==> src/rtl/face_detect_udiv_22ns_7ns_16_seq.sv <==
// Sequential radix-2 restoring unsigned divider (22-bit / 7-bit -> 16-bit quotient,
// 7-bit remainder). One quotient bit is produced per enabled clock edge.
//
// Handshake: an operand pair is taken on an edge where in_valid & in_ready (in_ready
// already includes ce). A result is offered with out_valid held high and outputs
// frozen until an edge where out_valid & out_ready & ce. All state, including the
// FSM, only advances on edges where ce is high.
module face_detect_udiv_22ns_7ns_16_seq #(
    parameter int DIVIDEND_W = 22,
    parameter int DIVISOR_W  = 7,
    parameter int QUOTIENT_W = 16
) (
    input  logic                  clk,
    input  logic                  reset_n,
    input  logic                  ce,
    input  logic                  in_valid,
    output logic                  in_ready,
    input  logic [DIVIDEND_W-1:0] dividend,
    input  logic [DIVISOR_W-1:0]  divisor,
    output logic                  out_valid,
    input  logic                  out_ready,
    output logic [QUOTIENT_W-1:0] quotient,
    output logic [DIVISOR_W-1:0]  remainder,
    output logic                  ovf,
    output logic                  dbz,
    output logic [1:0]            dbg_state_o
);

    localparam int CNT_W = $clog2(DIVIDEND_W + 1);

    typedef enum logic [1:0] {
        S_IDLE = 2'd0,
        S_CALC = 2'd1,
        S_DONE = 2'd2
    } state_t;

    state_t                  state_q, state_d;
    logic [CNT_W-1:0]        cnt_q;
    logic [DIVISOR_W-1:0]    dsr_q;
    // Holds the unconsumed dividend bits at the top and the quotient bits
    // collected so far at the bottom; after the last iteration it is the full quotient.
    logic [DIVIDEND_W-1:0]   quo_q;
    logic [DIVISOR_W-1:0]    rem_q;
    logic [QUOTIENT_W-1:0]   res_quo_q;
    logic [DIVISOR_W-1:0]    res_rem_q;
    logic                    ovf_q;
    logic                    dbz_q;

    logic                    accept;
    logic                    last_iter;
    logic [DIVISOR_W:0]      rem_shift;
    logic                    quo_bit;
    logic [DIVISOR_W-1:0]    rem_next;
    logic [DIVIDEND_W-1:0]   quo_next;
    logic                    hi_set;

    // State register: frozen while ce is low, cleared asynchronously by reset.
    always_ff @(posedge clk or negedge reset_n) begin
        if (!reset_n) begin
            state_q <= S_IDLE;
        end else if (ce) begin
            state_q <= state_d;
        end
    end

    // Next-state logic: a zero divisor skips the iteration phase entirely.
    always_comb begin
        state_d = state_q;
        case (state_q)
            S_IDLE: begin
                if (accept) begin
                    state_d = (divisor != '0) ? S_CALC : S_DONE;
                end
            end
            S_CALC: begin
                if (last_iter) begin
                    state_d = S_DONE;
                end
            end
            S_DONE: begin
                if (out_ready) begin
                    state_d = S_IDLE;
                end
            end
            default: state_d = S_IDLE;
        endcase
    end

    // FSM outputs: ready only while idle and enabled; valid for the whole DONE state.
    always_comb begin
        in_ready    = (state_q == S_IDLE) && ce;
        out_valid   = (state_q == S_DONE);
        dbg_state_o = state_q;
    end

    // One restoring step: shift in the next dividend bit, subtract if it fits.
    // rem_q is always below the divisor, so the shifted value fits DIVISOR_W+1 bits
    // and the difference fits back into DIVISOR_W bits.
    always_comb begin
        accept    = in_valid && in_ready;
        last_iter = (cnt_q == CNT_W'(DIVIDEND_W - 1));
        rem_shift = {rem_q, quo_q[DIVIDEND_W-1]};
        quo_bit   = (rem_shift >= {1'b0, dsr_q});
        rem_next  = quo_bit ? DIVISOR_W'(rem_shift - {1'b0, dsr_q})
                            : rem_shift[DIVISOR_W-1:0];
        quo_next  = {quo_q[DIVIDEND_W-2:0], quo_bit};
        hi_set    = ((quo_next >> QUOTIENT_W) != '0);
    end

    // Datapath: operand capture, iteration, and result registers held through DONE.
    always_ff @(posedge clk or negedge reset_n) begin
        if (!reset_n) begin
            cnt_q     <= '0;
            dsr_q     <= '0;
            quo_q     <= '0;
            rem_q     <= '0;
            res_quo_q <= '0;
            res_rem_q <= '0;
            ovf_q     <= 1'b0;
            dbz_q     <= 1'b0;
        end else if (ce) begin
            case (state_q)
                S_IDLE: begin
                    if (accept) begin
                        dsr_q <= divisor;
                        quo_q <= dividend;
                        rem_q <= '0;
                        cnt_q <= '0;
                        if (divisor == '0) begin
                            res_quo_q <= '1;
                            res_rem_q <= '0;
                            ovf_q     <= 1'b0;
                            dbz_q     <= 1'b1;
                        end
                    end
                end
                S_CALC: begin
                    quo_q <= quo_next;
                    rem_q <= rem_next;
                    cnt_q <= cnt_q + 1'b1;
                    if (last_iter) begin
                        // Saturate rather than wrap when the true quotient is too wide.
                        res_quo_q <= hi_set ? '1 : quo_next[QUOTIENT_W-1:0];
                        res_rem_q <= rem_next;
                        ovf_q     <= hi_set;
                        dbz_q     <= 1'b0;
                    end
                end
                default: begin
                end
            endcase
        end
    end

    // Result ports come straight from the held result registers.
    always_comb begin
        quotient  = res_quo_q;
        remainder = res_rem_q;
        ovf       = ovf_q;
        dbz       = dbz_q;
    end

endmodule

==> config.mk <==
export PLATFORM = sky130hd
export DESIGN_NAME = face_detect_udiv_22ns_7ns_16_seq
export DESIGN_NICKNAME = d
export VERILOG_FILES = /design/src/rtl/face_detect_udiv_22ns_7ns_16_seq.sv
export SDC_FILE = /design/constraint.sdc
export NUM_CORES = 1
export LEC_CHECK = 0
export CAP_MARGIN = 20
export CORE_MARGIN = 3
export CORE_UTILIZATION = 56
export DETAILED_ROUTE_END_ITERATION = 12
export PLACE_DENSITY = 0.85
export SYNTH_ARGS = -nofsm -noshare
export SYNTH_HDL_FRONTEND = slang
export SYNTH_SLANG_ARGS = --single-unit
export TNS_END_PERCENT = 30
==> constraint.sdc <==
create_clock -name clk -period 3.4 [get_ports clk]
set_input_delay 0.51 -clock clk [delete_from_list [all_inputs] [get_ports clk]]
set_output_delay 0.51 -clock clk [all_outputs]
set_load 0.03 [all_outputs]
# Yosys cells after proc, flatten, opt, wreduce, memory -nomap -nowiden

Cells that the tools add are included.

Flip-flop bits (word level): 68
Bits of input ports: 34
Output and inout port bits: 29
Word-level logic and storage cells: 59

Add/subtract/negate cells: 2
$lt $le $gt $ge: 1
Eq/ne operators: 7
Muxes and demuxes: 29
Reductions and logical operators: 11

Operator list:

| cell                                                                     | count |
|---|---|
| 16-bit two-way mux                                                       | 4 |
| 22-bit case mux with 2 select lines                                      | 1 |
| 7-bit two-way mux                                                        | 5 |
| 16-bit case mux with 2 select lines                                      | 1 |
| 7-bit case mux with 2 select lines                                       | 2 |
| 22-bit two-way mux                                                       | 1 |
| 22-bit nonzero test                                                      | 1 |
| 5-bit case mux with 2 select lines                                       | 1 |
| 8-bit by 7-bit greater-or-equal comparator with 1-bit output             | 1 |
| 2-bit two-way mux                                                        | 4 |
| 7-bit zero test                                                          | 1 |
| 7-bit nonzero test                                                       | 1 |
| 7-bit subtractor                                                         | 1 |
| 1-bit two-way mux                                                        | 6 |
| 2-bit case mux with 3 select lines                                       | 1 |
| 3-bit AND reduction                                                      | 2 |
| 5-bit by 1-bit adder with 5-bit output (second input constant)           | 1 |
| 5-bit equality test (second input constant)                              | 1 |
| 5-bit two-way mux                                                        | 1 |
| 5-bit AND reduction                                                      | 1 |
| 2-bit by 1-bit inequality test with 1-bit output (second input constant) | 2 |
| 2-bit inequality test (second input constant)                            | 2 |
| 1-bit case mux with 2 select lines                                       | 2 |
| 4-bit AND reduction                                                      | 1 |
| 5 further kinds                                                          | 6 |

# Depth between registers and ports, before layout

Depth in word-level cells: 5
Gate-level depth with buffers: 10
Depth with buffers taken out: 9

# Worst setup path after synthesis

No wires, ideal clock.

Path kind: flip-flop to flip-flop
Start: reg quo_q[21]
End: reg rem_q[2]
Library setup time: 137 ps
Arrival time: 1917 ps
Required time: 3263 ps
Setup slack: 1346 ps
Stages on the path, launching flop included: 11
Buffers on the path: 1
Clock period less this slack: 2054 ps
Path through: dfrtp_1 -> inv_1 -> ha_1 -> inv_1 -> fa_1 -> nand3_1 -> a31oi_2 -> nand2b_1 -> buf_2 -> o21ai_0 -> o31ai_1

Cells in the longest elaborated chain, start to end: 3
Elaborated cells between the ends (all ways): 4
Classes of those cells: add/sub (1); order compare (1); mux (2)

Ends and longest elaborated chain:

| element                                                                                                 | line     | RTL |
|---|---|---|
| from (decl)                                                                                             | 42       | `logic [DIVIDEND_W-1:0] quo_q;` |
| from (signal assigned)                                                                                  | 126      | `quo_q <= dividend;` |
| from (signal assigned)                                                                                  | 138      | `quo_q <= quo_next;` |
| 7-bit subtractor / 8-bit by 7-bit greater-or-equal comparator with 1-bit output (equally long branches) | 104, 103 |  |
| 7-bit two-way mux *                                                                                     | 104      | `rem_next = quo_bit ? DIVISOR_W'(rem_shift - {1'b0, dsr_q})` |
| 7-bit case mux with 2 select lines *                                                                    | 122      | `case (state_q)` |
| to (signal assigned)                                                                                    | 139      | `rem_q <= rem_next;` |
| to (decl)                                                                                               | 43       | `logic [DIVISOR_W-1:0] rem_q;` |

Mark *: on every way between the ends. The rest lies on a longest branch, timed or not.
A chain may end at the register's enable or synchronous reset.

# Final worst setup path

Start: in ce
End: out in_ready

Cells in the longest elaborated chain, start to end: 1

Ends and longest elaborated chain:

| element           | line | RTL |
|---|---|---|
| from (decl)       | 15   | `input logic ce,` |
| 1-bit logical AND | 91   | `in_ready = (state_q == S_IDLE) && ce;` |
| to (decl)         | 17   | `output logic in_ready,` |

Every way passes these cells.

==> metrics.txt <==
final WL around 8000 um; fin nets between 400 and 500; Least-Margin Pin Slew 855.8 ps; share of layout cells above drive strength 1 0.1073; DR vias between 2,000 and 3,000; final std cells w/o fill approximately 500; Die Width 84.39 um; die area 0.007121 mm2; Synth top area share 0.4945; YS warnings 0; register bit total from synthesis approximately 70; Tot Pwr roughly 4400 uW; Data arrival, critical path 2080 ps; crit-path max FO 5; Detail Route Antenna Nets 0; final hold viol count 0; vias in the first global route between 2,000 and 3,000; fin area roughly 0.0043 mm2; vias per cell between 5 and 6; max-slew violation count 0; Power Density just over 1000 mW/mm2; sequential share of the synthesized area 0.4945; slowest cell on the critical path clkdlybuf4s50_1; ranking of synthesized cells by area dfrtp_1, nand2_1, nor2_1; IO Port Bufs just over 60; Area Growth Syn to Fin 24.51%; CTS Buf Count 9; dpl cells just under 500; Detail Placement HPWL about 5600 um; initial antenna violation count 0; outcome complete, no violations; Clock Latency Late Sink approximately 360 ps; Netlist cell types 55; Synth Area per Inst 9.200 um2; Fill cells around 390; fmax about 0.39 GHz; crit-path max cell delay approximately 660 ps; DRC viols 0; CTS max path bufs 2; Mapped Area about 0.0034 mm2; placed cell areas slightly above 0.004 mm2; I/O pins between 60 and 70; Chip Height ~84 um; Placement Rows 27; clk slew on worst S/H paths about 80 ps; Worst Hold Class in2async; CP dominant cell by count clkdlybuf4s50_1; post-synth top area cell dfrtp_1; CTS Hold Bufs 0; core box area ~0.0057 mm2; Final Cycle Share 0.7611; PostCTS Resize Cnt 0; endpoints failing setup 0; DR iter-0 viols ~200; clock skew 13.01 ps; Worst slew margin 0.4279; Total GRT Usage 0.2374; Worst VDD drop a little under 0.7 mV; Fin Setup TNS 0 ps; TritonCTS clock tree yes; Startpoint Class input port; first-pass GRT wire length around 14,000 um; Initial Util 0.6027; total setup buffers inserted after CTS 0; Clock Sinks around 70; Worst setup EP type output pin; gate count after technology mapping 374; syn nets 418; Main synth FF type dfrtp_1; CTS H-tree lvls 3; share of flip-flops with an asynchronous set or reset 1.000; Post-synth EDFFs 0; total of max-cap violations 0; RSZ-0062 raised after global routing false; routed len/inst between 15 and 20 um; total overflow reported by the global router 0; critical path required time about 2900 ps; largest net degree at the start of global routing 31; Root Driver clkbuf_8; Initial DRT Pass Iterations 5; crit path cell chain clkdlybuf4s50_1 -> nor2b_1 -> and2b_1 -> clkdlybuf4s50_1; gpl congestion approximately 0.86; minimum clock period 2588 ps; crit path kind in2out; Pleak between 0.0015 and 0.002 uW; ANT cells 0
==> sequential cells by signal (all words and copies together), names as in the netlist <==
register	cells
cnt_q	5
dsr_q	7
quo_q	22
dbg_state_o	2
ovf	1
remainder	7
dbz	1
rem_q	7
quotient	16
==> critical path, delay by kind of cell <==
| kind | cells | cell delay (ps) |
|---|---|---|
| and+or+nand+nor | 2 | 380 |
| buffers and inverters | 2 | 1190 |
==> cell type report <==
type	count	area, um2	area share
multi-input cells	272	1580	0.3689
clock buffers	10	127.6	0.02979
inverters	12	45.04	0.01051
clock inverters	6	63.81	0.01489
repair buffers	70	675.6	0.1577
well taps	72	90.09	0.02103
flip-flops and latches	68	1702	0.3972
==> synthesized netlist by cell type, types with 5 or more instances <==
cell / instances
a31oi_1: 22
buf_1: 5
buf_2: 5
nor2_1: 64
o31ai_1: 5
o21ai_0: 16
nand2_1: 69
inv_1: 12
nor3_2: 10
dfrtp_1: 68
nor2b_1: 6
clkbuf_1: 7
nor3_1: 8
a211oi_1: 5
ha_1: 9
==> path summary, 6_finish.rpt <==
kind | from | to | slack, ps | cells after the start
worst max-delay path | ce | in_ready | 810 | 4
worst min-delay path | reset_n | quo_q[9] | 140 | 1
worst max register to register | quo_q[21] | rem_q[2] | 920 | 9
worst min register to register | remainder[6] | remainder[6] | 490 | 2
max in group asynchronous | reset_n | quo_q[6] | 2490 | 2
min in group clk | remainder[6] | remainder[6] | 490 | 2
==> per-stage QoR <==
step | utilization | setup slack [ps] | hold slack (ps)
floorplan | - | 1346 | 214.4
global route | 0.7504 | 733.7 | 189.4
finish | 0.7504 | 812.1 | 140.3
CTS | 0.7491 | 802.6 | 159.4
detailed placement | 0.7155 | 809.6 | 479.8
global placement | 0.7155 | 864.8 | 469.1
==> layer usage <==
metal	wire, um	track usage
met5	0	0
met4	128	0.09496
met3	489	0.04907
met2	4045	0.3974
met1	3339	0.3024
==> power breakdown <==
part / internal (uW) / switching [uW] / leakage (uW) / total (uW)
sequential: 1190 / 291 / 0.000839 / 1480
clock: 339 / 323 / 0.0000927 / 662
combinational: 917 / 1340 / 0.000929 / 2250
==> cells in the final DEF (no fill, tap or decap), drive strengths merged, types with 2 or more instances in the layout <==
cell type,Yosys,final
a211oi,5,5
a21o,2,2
a21oi,4,4
a22o,2,2
a2bb2oi,2,2
a31oi,23,23
buf,15,9
clkbuf,7,10
clkdlybuf4s50,0,61
clkinv,0,2
clkinvlp,0,2
dfrtp,68,68
ha,9,9
inv,12,13
mux2i,2,2
nand2,69,69
nand2b,3,3
nand3,4,4
nand4,3,3
nor2,65,65
nor2b,6,6
nor3,18,18
nor4,2,2
o21ai,18,18
o31ai,8,8
o41ai,2,2
xnor2,2,2
xor2,3,3
==> cells by family after synthesis <==
kind of cell,share of synthesized area
AOI/OAI and AO/OA,0.1520
xor gates and xnor gates,0.01273
and+or+nand+nor,0.2444
muxes,0.009091
DFF,0.4945
buffers and inverters,0.04873
adders and majority gates,0.03855
(Power assumes the default switching activity.)
